$ cat src/rtl/floating_point_adder.sv
// Single-precision adder with truncating rounding.
// Result and saturation flag are registered one cycle after a/b.
module floating_point_adder (
  input  logic        clk,
  input  logic        rst,
  input  logic [31:0] a,
  input  logic [31:0] b,
  output logic [31:0] sum,
  output logic        overflow
);

  logic [7:0]        ea, eb, el, es, diff;
  logic [23:0]       ma, mb, ml, ms, ms_sh;
  logic              sl, ss, a_big;
  logic [24:0]       add;
  logic [22:0]       frac;
  logic [4:0]        lz;
  logic              found;
  logic signed [9:0] exp_n;
  logic [31:0]       res;
  logic              ovf;

  assign ea = a[30:23];
  assign eb = b[30:23];
  assign ma = (ea == 8'd0) ? 24'd0 : {1'b1, a[22:0]};
  assign mb = (eb == 8'd0) ? 24'd0 : {1'b1, b[22:0]};

  always_comb begin
    a_big = {ea, ma} >= {eb, mb};
    el    = a_big ? ea : eb;
    es    = a_big ? eb : ea;
    ml    = a_big ? ma : mb;
    ms    = a_big ? mb : ma;
    sl    = a_big ? a[31] : b[31];
    ss    = a_big ? b[31] : a[31];
    diff  = el - es;
    ms_sh = (diff >= 8'd24) ? 24'd0 : (ms >> diff);
    if (sl == ss)
      add = {1'b0, ml} + {1'b0, ms_sh};
    else
      add = {1'b0, ml} - {1'b0, ms_sh};
  end

  // Distance from bit 23 to the leading one of the uncarried sum.
  always_comb begin
    lz    = 5'd0;
    found = 1'b0;
    for (int i = 23; i >= 0; i--) begin
      if (!found && add[i]) begin
        lz    = 5'(23 - i);
        found = 1'b1;
      end
    end
  end

  always_comb begin
    if (add[24]) begin
      frac  = add[23:1];
      exp_n = $signed({2'b00, el}) + 10'sd1;
    end else begin
      frac  = add[22:0] << lz;
      exp_n = $signed({2'b00, el})
            - $signed({5'b00000, lz});
    end
  end

  always_comb begin
    res = 32'h0;
    ovf = 1'b0;
    if (ea == 8'hFF || eb == 8'hFF) begin
      res = {(ea == 8'hFF) ? a[31] : b[31],
             31'h7FFFFFFF};
      ovf = 1'b1;
    end else if (add == 25'd0) begin
      res = 32'h0;
    end else if (exp_n <= 10'sd0) begin
      res = 32'h0;
    end else if (exp_n >= 10'sd255) begin
      res = {sl, 31'h7FFFFFFF};
      ovf = 1'b1;
    end else begin
      res = {sl, exp_n[7:0], frac};
    end
  end

  always_ff @(posedge clk) begin
    if (rst) begin
      sum      <= 32'h0;
      overflow <= 1'b0;
    end else begin
      sum      <= res;
      overflow <= ovf;
    end
  end

endmodule

$ cat config.mk
export PLATFORM = sky130hd
export DESIGN_NAME = floating_point_adder
export DESIGN_NICKNAME = d
export VERILOG_FILES = /design/src/rtl/floating_point_adder.sv
export SDC_FILE = /design/constraint.sdc
export NUM_CORES = 1
export LEC_CHECK = 0
export ABC_AREA = 0
export BUFFER_PORTS_ARGS = -buffer_cell sky130_fd_sc_hd__buf_2
export CAP_MARGIN = 20
export CORE_MARGIN = 2
export CORE_UTILIZATION = 54
export DETAILED_ROUTE_END_ITERATION = 8
export HOLD_SLACK_MARGIN = 0.15
export PLACE_DENSITY = 0.83
export SYNTH_ARGS = -nofsm -noshare
export SYNTH_HDL_FRONTEND = slang
export SYNTH_SLANG_ARGS = --single-unit
$ cat constraint.sdc
create_clock -name clk -period 47.6 [get_ports clk]
set_clock_uncertainty 0.05 [all_clocks]
set_input_delay 7.14 -clock clk [delete_from_list [all_inputs] [get_ports clk]]
set_output_delay 7.14 -clock clk [all_outputs]
set_load 0.03 [all_outputs]
==> results of run 1 <==
[power breakdown]
group	internal, mW	switching [mW]
Sequential	0.0384	0.00232
Combinational	0.156	0.275
Clock	0.0191	0.0113
[critical path: cells and delay by family]
family                     cells  cell delay (ns)
AOI/OAI and AO/OA             18             4.64
xor gates and xnor gates       2             0.29
adders and majority gates      5             1.80
buffers and inverters          7             2.45
muxes                          5             1.63
and+or+nand+nor               15             4.47
[worst paths after layout]
path	to	slack, ns
setup / recovery	sum[2]$_SDFF_PP0_	25.26
hold / removal	sum[31]$_SDFF_PP0_	7.05
[state kept, by name (all words and copies together) (netlist names)]
signal,flops
sum,32
overflow,1
[stage by stage]
step | std cells | cell area, µm²
after detailed placement | 1646 | 9970
after global placement | 1646 | 9970
after global routing | 1656 | 10100
after floorplan | 1387 | 9430
after CTS | 1654 | 10100
final | 1656 | 10100
[final cells by class]
class | count | area (µm²) | area share (%)
well taps | 225 | 282 | 2.78
clock inverters | 3 | 17.5 | 0.173
repair buffers | 112 | 593 | 5.86
flip-flops and latches | 33 | 661 | 6.53
inverters | 61 | 229 | 2.26
multi-input cells | 1217 | 8220 | 81.2
clock buffers | 5 | 125 | 1.24
[routing by layer]
layer  wire length, µm  up-vias  global-route usage, %
li1                  -     5291                      -
met1             13400     5146                   44.9
met2             14000      708                   53.4
met3              3060      100                   5.22
met4              1290        0                   12.9
met5                 0        -                      0
[cells in the mapped netlist, types with 26 or more instances]
cell / count / area (µm²)
sky130_fd_sc_hd__nand2_1: 194 / 728
sky130_fd_sc_hd__nor2_1: 124 / 465
sky130_fd_sc_hd__a21oi_1: 114 / 571
sky130_fd_sc_hd__o21ai_0: 99 / 495
sky130_fd_sc_hd__mux2i_1: 68 / 681
sky130_fd_sc_hd__ha_1: 65 / 813
sky130_fd_sc_hd__inv_1: 57 / 214
sky130_fd_sc_hd__clkbuf_1: 42 / 158
sky130_fd_sc_hd__dfxtp_1: 33 / 661
sky130_fd_sc_hd__nand3_1: 33 / 165
sky130_fd_sc_hd__nor3_1: 33 / 165
sky130_fd_sc_hd__xnor2_1: 30 / 263
sky130_fd_sc_hd__a21o_1: 29 / 218
sky130_fd_sc_hd__o211ai_1: 26 / 195
[kinds of logic after synthesis]
family                     count (synthesis)  synth area share, %
xor gates and xnor gates                  51                 4.82
and+or+nand+nor                          539                 27.4
DFF                                       33                 7.01
adders and majority gates                 67                 9.05
buffers and inverters                    137                 6.00
AOI/OAI and AO/OA                        459                 32.9
muxes                                    101                 12.8
[layout by cell type, fill, tap and decap left out, drive strengths merged, types with 13 or more instances in the layout]
| cell type | instances |
|---|---|
| a211oi | 19 |
| a21o | 29 |
| a21oi | 114 |
| a31oi | 16 |
| and2 | 21 |
| and3 | 13 |
| buf | 112 |
| dfxtp | 33 |
| ha | 65 |
| inv | 59 |
| mux2 | 19 |
| mux2i | 68 |
| mux4 | 14 |
| nand2 | 197 |
| nand2b | 15 |
| nand3 | 33 |
| nand4 | 22 |
| nor2 | 125 |
| nor3 | 34 |
| nor4 | 21 |
| o211ai | 27 |
| o21a | 16 |
| o21ai | 104 |
| o31ai | 15 |
| or3 | 13 |
| xnor2 | 30 |
| xor2 | 21 |
==> impl_metrics.env, run 1 <==
export IMPL_timing_critical_path_arrival_ns=22.48
export IMPL_via_count=11200
export IMPL_most_used_dff_post_synth="sky130_fd_sc_hd__dfxtp_1"
export IMPL_number_of_synthesized_flops_with_an_enable_pin=0
export IMPL_tritoncts_clock_tree="built"
export IMPL_finalCritPeriodShare_pct=46.9
export IMPL_worstPathMaxFanout=39
export IMPL_cts_root_buf="sky130_fd_sc_hd__clkbuf_16"
export IMPL_setup_violations_final=0
export IMPL_core_region_area_um2=17200
export IMPL_result_of_the_run="finished clean"
export IMPL_preCtsSetupSlack_ns=25.29
export IMPL_routabilityCongestion=1.06
export IMPL_finalHoldViolations=0
export IMPL_cts_htree_levels=2
export IMPL_netlist_area_before_placement_um2=9430
export IMPL_grtUsageTotal_pct=33.4
export IMPL_cts_buffers_inserted=5
export IMPL_layout_drive_gt1_share_pct=13.0
export IMPL_grt_pass1_vias=9952
export IMPL_hold_start="rst"
export IMPL_timing_critical_path_slowest_stage_cell="sky130_fd_sc_hd__nor3_1"
export IMPL_peakVddDrop_uv=46.3
export IMPL_floorplan_rows=48
export IMPL_worstHoldPathType="in2reg"
export IMPL_worst_setup_path_start_kind="input port"
export IMPL_achievable_freq_mhz=44.8
export IMPL_max_slew_worst_pin_slew_ns=1.04
export IMPL_port_buffers=98
export IMPL_finalMaxSlewViolations=0
export IMPL_holdPathStages=2
export IMPL_drt_drc_violations_left=0
export IMPL_slew_headroom_pct=30.4
export IMPL_power_density_nw_per_um2=49.6
export IMPL_post_cts_gate_resize_count=0
export IMPL_cts_setup_buffers=0
export IMPL_drt_iter0_drc=1367
export IMPL_finalWorstPathRequiredPeriod_ns=22.34
export IMPL_overflow=0
export IMPL_p_leak_nw=4.49
export IMPL_antenna_found_initial=0
export IMPL_holdBufCountCts=0
export IMPL_nFillCells=1640
export IMPL_maxCapViolCount=0
export IMPL_syn2layout_area_growth_pct=7.35
export IMPL_grt_first_pass_wirelength_um=50700
export IMPL_yosys_reg_bits=33
export IMPL_clk_pin_slew_ns=0.05
export IMPL_final_net_count=1563
export IMPL_floorplan_die_width_um=136
export IMPL_worst_setup_path_type="in2reg"
export IMPL_setup_total_negative_slack_ns=0
export IMPL_floorplan_io_pins=99
export IMPL_finish_utilization_pct=58.9
export IMPL_async_flop_share_pct=0
export IMPL_ctsLongestPathBuffers=2
export IMPL_drt_antenna_violating_nets=0
export IMPL_die_h_um=136
export IMPL_num_antenna_cells=0
export IMPL_pin_count_of_the_biggest_net_entering_global_routing=95
export IMPL_layout_setup_ws_ns=25.26
export IMPL_total_die_area_um2=18500
export IMPL_critPathCaptureType="flip-flop"
export IMPL_fin_total_pwr_uw=502
export IMPL_rsz0062_at_grt="no"
export IMPL_initial_core_utilization_pct=54.9
export IMPL_wl_per_instance_um=19.2
export IMPL_detail_route_vias_per_cell=6.79
export IMPL_critical_path_startpoint="a[28]"
export IMPL_crit_path_frequent_cell="sky130_fd_sc_hd__ha_1"
export IMPL_timing_critical_path_slowest_cell_delay_ns=0.74
export IMPL_drt_first_pass_iters=6
export IMPL_syn_nets=1520
export IMPL_finalWirelength_um=31700
export IMPL_synth_yosys_warnings=0
export IMPL_avgSynthCellArea_um2=6.80
export IMPL_ys_types=96
export IMPL_clock_sinks=33
export IMPL_critical_path_required_ns=47.74
export IMPL_detailedPlacementHpwl_um=25100
export IMPL_synthCells=1387
export IMPL_synth_seq_area_share_pct=7.01
export IMPL_worst_hold_slack_ns=7.05
Power figures use the tool's default switching activity.
==> inputs of run 2 (changes only) <==
--- a/config.mk
+++ b/config.mk
@@ -12,7 +12,7 @@
 export CORE_UTILIZATION = 54
 export DETAILED_ROUTE_END_ITERATION = 8
 export HOLD_SLACK_MARGIN = 0.15
-export PLACE_DENSITY = 0.83
+export PLACE_DENSITY = 0.86
 export SYNTH_ARGS = -nofsm -noshare
 export SYNTH_HDL_FRONTEND = slang
 export SYNTH_SLANG_ARGS = --single-unit
==> constraint.sdc (replaced) <==
create_clock -name clk -period 20 [get_ports clk]
set_clock_uncertainty 0.05 [all_clocks]
set_input_delay 3 -clock clk [delete_from_list [all_inputs] [get_ports clk]]
set_output_delay 3 -clock clk [all_outputs]
set_load 0.03 [all_outputs]
==> impl_metrics.env, run 2 (same netlist as run 1, synthesis figures left out) <==
export IMPL_result_of_the_run="finished clean"
export IMPL_syn2layout_area_growth_pct=7.28
export IMPL_layout_drive_gt1_share_pct=12.9
export IMPL_floorplan_io_pins=99
export IMPL_die_h_um=136
export IMPL_core_region_area_um2=17200
export IMPL_worstPathMaxFanout=30
export IMPL_met3WireLength_um=2850
export IMPL_clock_sinks=33
export IMPL_reg_largest_list="sum (32), overflow (1)"
export IMPL_holdBufCountCts=0
export IMPL_peakVddDrop_uv=104
export IMPL_ctsLongestPathBuffers=2
export IMPL_critical_path_startpoint="a[24]"
export IMPL_floorplan_rows=48
export IMPL_slew_headroom_pct=31.5
export IMPL_worstHoldPathType="in2reg"
export IMPL_setup_violations_final=0
export IMPL_detail_route_vias_per_cell=6.74
export IMPL_most_common_cell_after_layout_fill_and_taps_aside="sky130_fd_sc_hd__nand2_1"
export IMPL_holdPathStages=2
export IMPL_drt_iter0_drc=1135
export IMPL_timing_critical_path_slowest_cell_delay_ns=0.66
export IMPL_grt_pass1_vias=10200
export IMPL_cts_htree_levels=2
export IMPL_preCtsSetupSlack_ns=1.85
export IMPL_critPathCaptureType="flip-flop"
export IMPL_grt_first_pass_wirelength_um=51500
export IMPL_timing_critical_path_arrival_ns=18.45
export IMPL_post_cts_gate_resize_count=0
export IMPL_finalWirelength_um=32100
export IMPL_power_density_nw_per_um2=119
export IMPL_wl_met1_um=13300
export IMPL_finalHoldViolations=0
export IMPL_worst_setup_path_start_kind="input port"
export IMPL_num_antenna_cells=0
export IMPL_drt_drc_violations_left=0
export IMPL_largest_register_ffs=32
export IMPL_finalCritPeriodShare_pct=91.6
export IMPL_via_count=11200
export IMPL_total_die_area_um2=18500
export IMPL_wl_per_instance_um=19.4
export IMPL_worst_setup_path_type="in2reg"
export IMPL_initial_core_utilization_pct=54.9
export IMPL_critical_path_required_ns=20.14
export IMPL_crit_end="sum[15]$_SDFF_PP0_"
export IMPL_regMostFlops="sum"
export IMPL_cts_buffers_inserted=5
export IMPL_max_slew_worst_pin_slew_ns=1.02
export IMPL_detailroute_wirelength_met2_um=14400
export IMPL_multi_input_comb_area_um2=8220
export IMPL_finalWorstPathRequiredPeriod_ns=18.31
export IMPL_routabilityCongestion=1.01
export IMPL_detailedPlacementHpwl_um=25600
export IMPL_setup_total_negative_slack_ns=0
export IMPL_cts_setup_buffers=0
export IMPL_layout_setup_ws_ns=1.69
export IMPL_floorplan_die_width_um=136
export IMPL_ff_latch_area_um2=661
export IMPL_rsz0062_at_grt="no"
export IMPL_drt_antenna_violating_nets=0
export IMPL_p_leak_nw=4.49
export IMPL_instances_no_fill=1655
export IMPL_port_buffers=98
export IMPL_number_of_placed_instances_with_taps_included=1647
export IMPL_cts_root_buf="sky130_fd_sc_hd__clkbuf_16"
export IMPL_pin_count_of_the_biggest_net_entering_global_routing=95
export IMPL_final_cell_mix="sky130_fd_sc_hd__nand2_1 (194), sky130_fd_sc_hd__nor2_1 (124), sky130_fd_sc_hd__a21oi_1 (114)"
export IMPL_hold_start="rst"
export IMPL_nFillCells=1637
export IMPL_timing_critical_path_slowest_stage_cell="sky130_fd_sc_hd__ha_1"
export IMPL_drt_first_pass_iters=6
export IMPL_maxCapViolCount=0
export IMPL_achievable_freq_mhz=54.6
export IMPL_grtUsageTotal_pct=33.7
export IMPL_tritoncts_clock_tree="built"
export IMPL_overflow=0
export IMPL_maxUsedRoutingLayer="met4"
export IMPL_final_net_count=1562
export IMPL_antenna_found_initial=0
export IMPL_clk_pin_slew_ns=0.06
export IMPL_finalMaxSlewViolations=0
run 2: changes by cell type in the layout (fill, tap and decap cells not counted), sizes merged:
cell,before,now
buf,112,111
run 2: cell type report:
type	instances	share of cell area [%]
multi-input cells	1217	81.2
flip-flops and latches	33	6.53
repair buffers	111	5.81
well taps	225	2.78
inverters	61	2.26
clock buffers	5	1.24
clock inverters	3	0.173
run 2: power by group:
part | switching [mW] | leakage, nW | internal, mW
logic | 0.662 | 4.14 | 0.371
registers | 0.00560 | 0.274 | 0.0914
clock network | 0.0275 | 0.0696 | 0.0455
run 2: routing by layer:
layer  GRT usage, %  vias to the layer above
met5              0                        -
met4           16.3                        0
met3           4.85                      116
met2           54.3                      663
met1           44.1                     5082
li1               -                     5295
run 2: worst min-delay path by stage:
stage                          to
6_report       sum[31]$_SDFF_PP0_
5_1_grt        sum[31]$_SDFF_PP0_
4_1_cts        sum[31]$_SDFF_PP0_
3_5_place_dp   sum[31]$_SDFF_PP0_
3_3_place_gp   sum[31]$_SDFF_PP0_
2_1_floorplan  sum[31]$_SDFF_PP0_
run 2: stage by stage:
step | hold slack [ns] | area, µm² | utilization (%) | total power, mW
2_1_floorplan | 3.04 | 9430 | - | 0.861
3_3_place_gp | 3.18 | 9970 | 58.1 | 1.09
3_5_place_dp | 3.18 | 9970 | 58.1 | 1.09
4_1_cts | 2.90 | 10100 | 58.9 | 1.17
5_1_grt | 2.91 | 10100 | 58.9 | 1.29
6_report | 2.90 | 10100 | 58.9 | 1.20
run 2: worst max-delay path: cells and delay by family:
family	cells	cell delay [ns]
compound gates	19	5.06
simple gates	16	4.16
fa+ha+maj	5	2.21
buf+inv	6	2.06
mux	5	1.60
xor+xnor	2	0.28
==> inputs of run 3 (changes only) <==
--- a/config.mk
+++ b/config.mk
@@ -12,7 +12,9 @@
 export CORE_UTILIZATION = 54
 export DETAILED_ROUTE_END_ITERATION = 8
 export HOLD_SLACK_MARGIN = 0.15
+export MAX_ROUTING_LAYER = met4
 export PLACE_DENSITY = 0.86
+export RECOVER_POWER = 100
 export SYNTH_ARGS = -nofsm -noshare
 export SYNTH_HDL_FRONTEND = slang
 export SYNTH_SLANG_ARGS = --single-unit
==> impl_metrics.env, run 3 (same netlist as run 1, synthesis figures left out) <==
export IMPL_result_of_the_run="finished clean"
export IMPL_ctsLongestPathBuffers=2
export IMPL_power_density_nw_per_um2=119
export IMPL_rsz0062_at_grt="no"
export IMPL_finalHoldViolations=0
export IMPL_reg_largest_list="sum (32), overflow (1)"
export IMPL_pin_count_of_the_biggest_net_entering_global_routing=95
export IMPL_final_net_count=1562
export IMPL_final_cell_mix="sky130_fd_sc_hd__nand2_1 (194), sky130_fd_sc_hd__nor2_1 (124), sky130_fd_sc_hd__a21oi_1 (114)"
export IMPL_finalWirelength_um=32500
export IMPL_critPathCaptureType="flip-flop"
export IMPL_wl_per_instance_um=19.6
export IMPL_port_buffers=98
export IMPL_via_count=11200
export IMPL_floorplan_rows=48
export IMPL_drt_iter0_drc=1190
export IMPL_setup_violations_final=0
export IMPL_detail_route_vias_per_cell=6.76
export IMPL_finalMaxSlewViolations=0
export IMPL_peakVddDrop_uv=94.8
export IMPL_holdBufCountCts=0
export IMPL_p_leak_nw=4.36
export IMPL_drt_drc_violations_left=0
export IMPL_regMostFlops="sum"
export IMPL_fin_total_pwr_mw=1.20
export IMPL_maxCapViolCount=0
export IMPL_syn2layout_area_growth_pct=6.86
export IMPL_grtUsageTotal_pct=35.1
export IMPL_clock_sinks=33
export IMPL_antenna_found_initial=0
export IMPL_crit_path_frequent_cell="sky130_fd_sc_hd__ha_1"
export IMPL_detailedPlacementHpwl_um=25700
export IMPL_overflow=0
export IMPL_cts_htree_levels=2
export IMPL_critical_path_required_ns=20.14
export IMPL_num_antenna_cells=0
export IMPL_initial_core_utilization_pct=54.9
export IMPL_finalWorstPathRequiredPeriod_ns=18.59
export IMPL_finalCritPeriodShare_pct=93.0
export IMPL_floorplan_io_pins=99
export IMPL_worst_setup_path_type="in2reg"
export IMPL_hold_path_end="sum[31]$_SDFF_PP0_"
export IMPL_floorplan_die_width_um=136
export IMPL_drt_antenna_violating_nets=0
export IMPL_clk_pin_slew_ns=0.05
export IMPL_tritoncts_clock_tree="built"
export IMPL_worstPathMaxFanout=30
export IMPL_max_slew_worst_pin_slew_ns=1.20
export IMPL_die_h_um=136
export IMPL_cts_setup_buffers=0
export IMPL_grt_first_pass_wirelength_um=51400
export IMPL_largest_register_ffs=32
export IMPL_most_common_cell_after_layout_fill_and_taps_aside="sky130_fd_sc_hd__nand2_1"
export IMPL_worst_setup_path_start_kind="input port"
export IMPL_grt_pass1_vias=10000
export IMPL_worstHoldPathType="in2reg"
export IMPL_cts_buffers_inserted=5
export IMPL_cts_root_buf="sky130_fd_sc_hd__clkbuf_16"
export IMPL_setup_total_negative_slack_ns=0
export IMPL_hold_start="rst"
export IMPL_timing_critical_path_slowest_cell_delay_ns=0.79
export IMPL_routabilityCongestion=1.04
export IMPL_achievable_freq_mhz=53.8
export IMPL_core_region_area_um2=17200
export IMPL_drt_first_pass_iters=6
export IMPL_layout_drive_gt1_share_pct=10.6
export IMPL_total_die_area_um2=18500
export IMPL_holdPathStages=2
export IMPL_slew_headroom_pct=19.8
export IMPL_timing_critical_path_slowest_stage_cell="sky130_fd_sc_hd__and2_0"
export IMPL_timing_critical_path_arrival_ns=18.73
export IMPL_post_cts_gate_resize_count=0
run 3: cell count changes in the layout (fill, tap and decap cells not counted):
cell	previous run	this run
sky130_fd_sc_hd__buf_2	98	65
sky130_fd_sc_hd__clkbuf_1	0	33
sky130_fd_sc_hd__a2111oi_0	5	4
sky130_fd_sc_hd__a2111oi_1	0	1
sky130_fd_sc_hd__and2_0	0	1
sky130_fd_sc_hd__and2_1	20	19
run 3: final cells by class:
type | instances | area, µm²
multi-input combinational | 1217 | 8220
fill | 1719 | 7100
sequential | 33 | 661
timing repair buffer | 111 | 547
tap | 225 | 282
inverter | 61 | 229
clock buffer | 5 | 125
clock inverter | 3 | 17.5
run 3: metal layers:
metal  vias up  track usage, %  share of wire (%)
li1       5280               -                  -
met2       635            55.2                 46
met4         0            14.2                4.2
met1      5160            45.3                 42
met3       106            4.70                8.4
met5         -               -                  0
run 3: metrics by stage:
stage / instances / instance area [µm²] / hold WS (ns) / setup slack (ns) / utilization, %
final: 1655 / 10100 / 2.91 / 1.41 / 58.7
after detailed placement: 1647 / 9980 / 3.18 / 1.84 / 58.1
after CTS: 1655 / 10100 / 2.90 / 2.05 / 58.9
after floorplan: 1387 / 9430 / 3.04 / 3.27 / -
after global routing: 1655 / 10100 / 2.91 / 0.198 / 58.7
after global placement: 1647 / 9980 / 3.19 / 2.42 / 58.1
run 3: worst max path at each step:
stage	startpoint	endpoint	depth (start not counted)
6_report	a[28]	sum[13]$_SDFF_PP0_	51
5_1_grt	a[24]	sum[13]$_SDFF_PP0_	52
4_1_cts	a[28]	sum[13]$_SDFF_PP0_	51
3_5_place_dp	a[28]	sum[4]$_SDFF_PP0_	51
3_3_place_gp	a[28]	sum[16]$_SDFF_PP0_	52
2_1_floorplan	a[24]	sum[15]$_SDFF_PP0_	64
run 3: where the power goes:
part	total (mW)	switching [mW]	internal [mW]
sequential	0.0982	0.00669	0.0915
clock	0.0732	0.0276	0.0455
combinational	1.02	0.660	0.364
total	1.20	0.694	0.501
run 3: critical path: cells and delay by family:
family	cells	cell delay, ns
xor gates and xnor gates	2	0.29
AOI/OAI and AO/OA	18	4.73
adders and majority gates	5	2.31
buffers and inverters	6	2.09
and+or+nand+nor	15	4.65
muxes	5	1.61
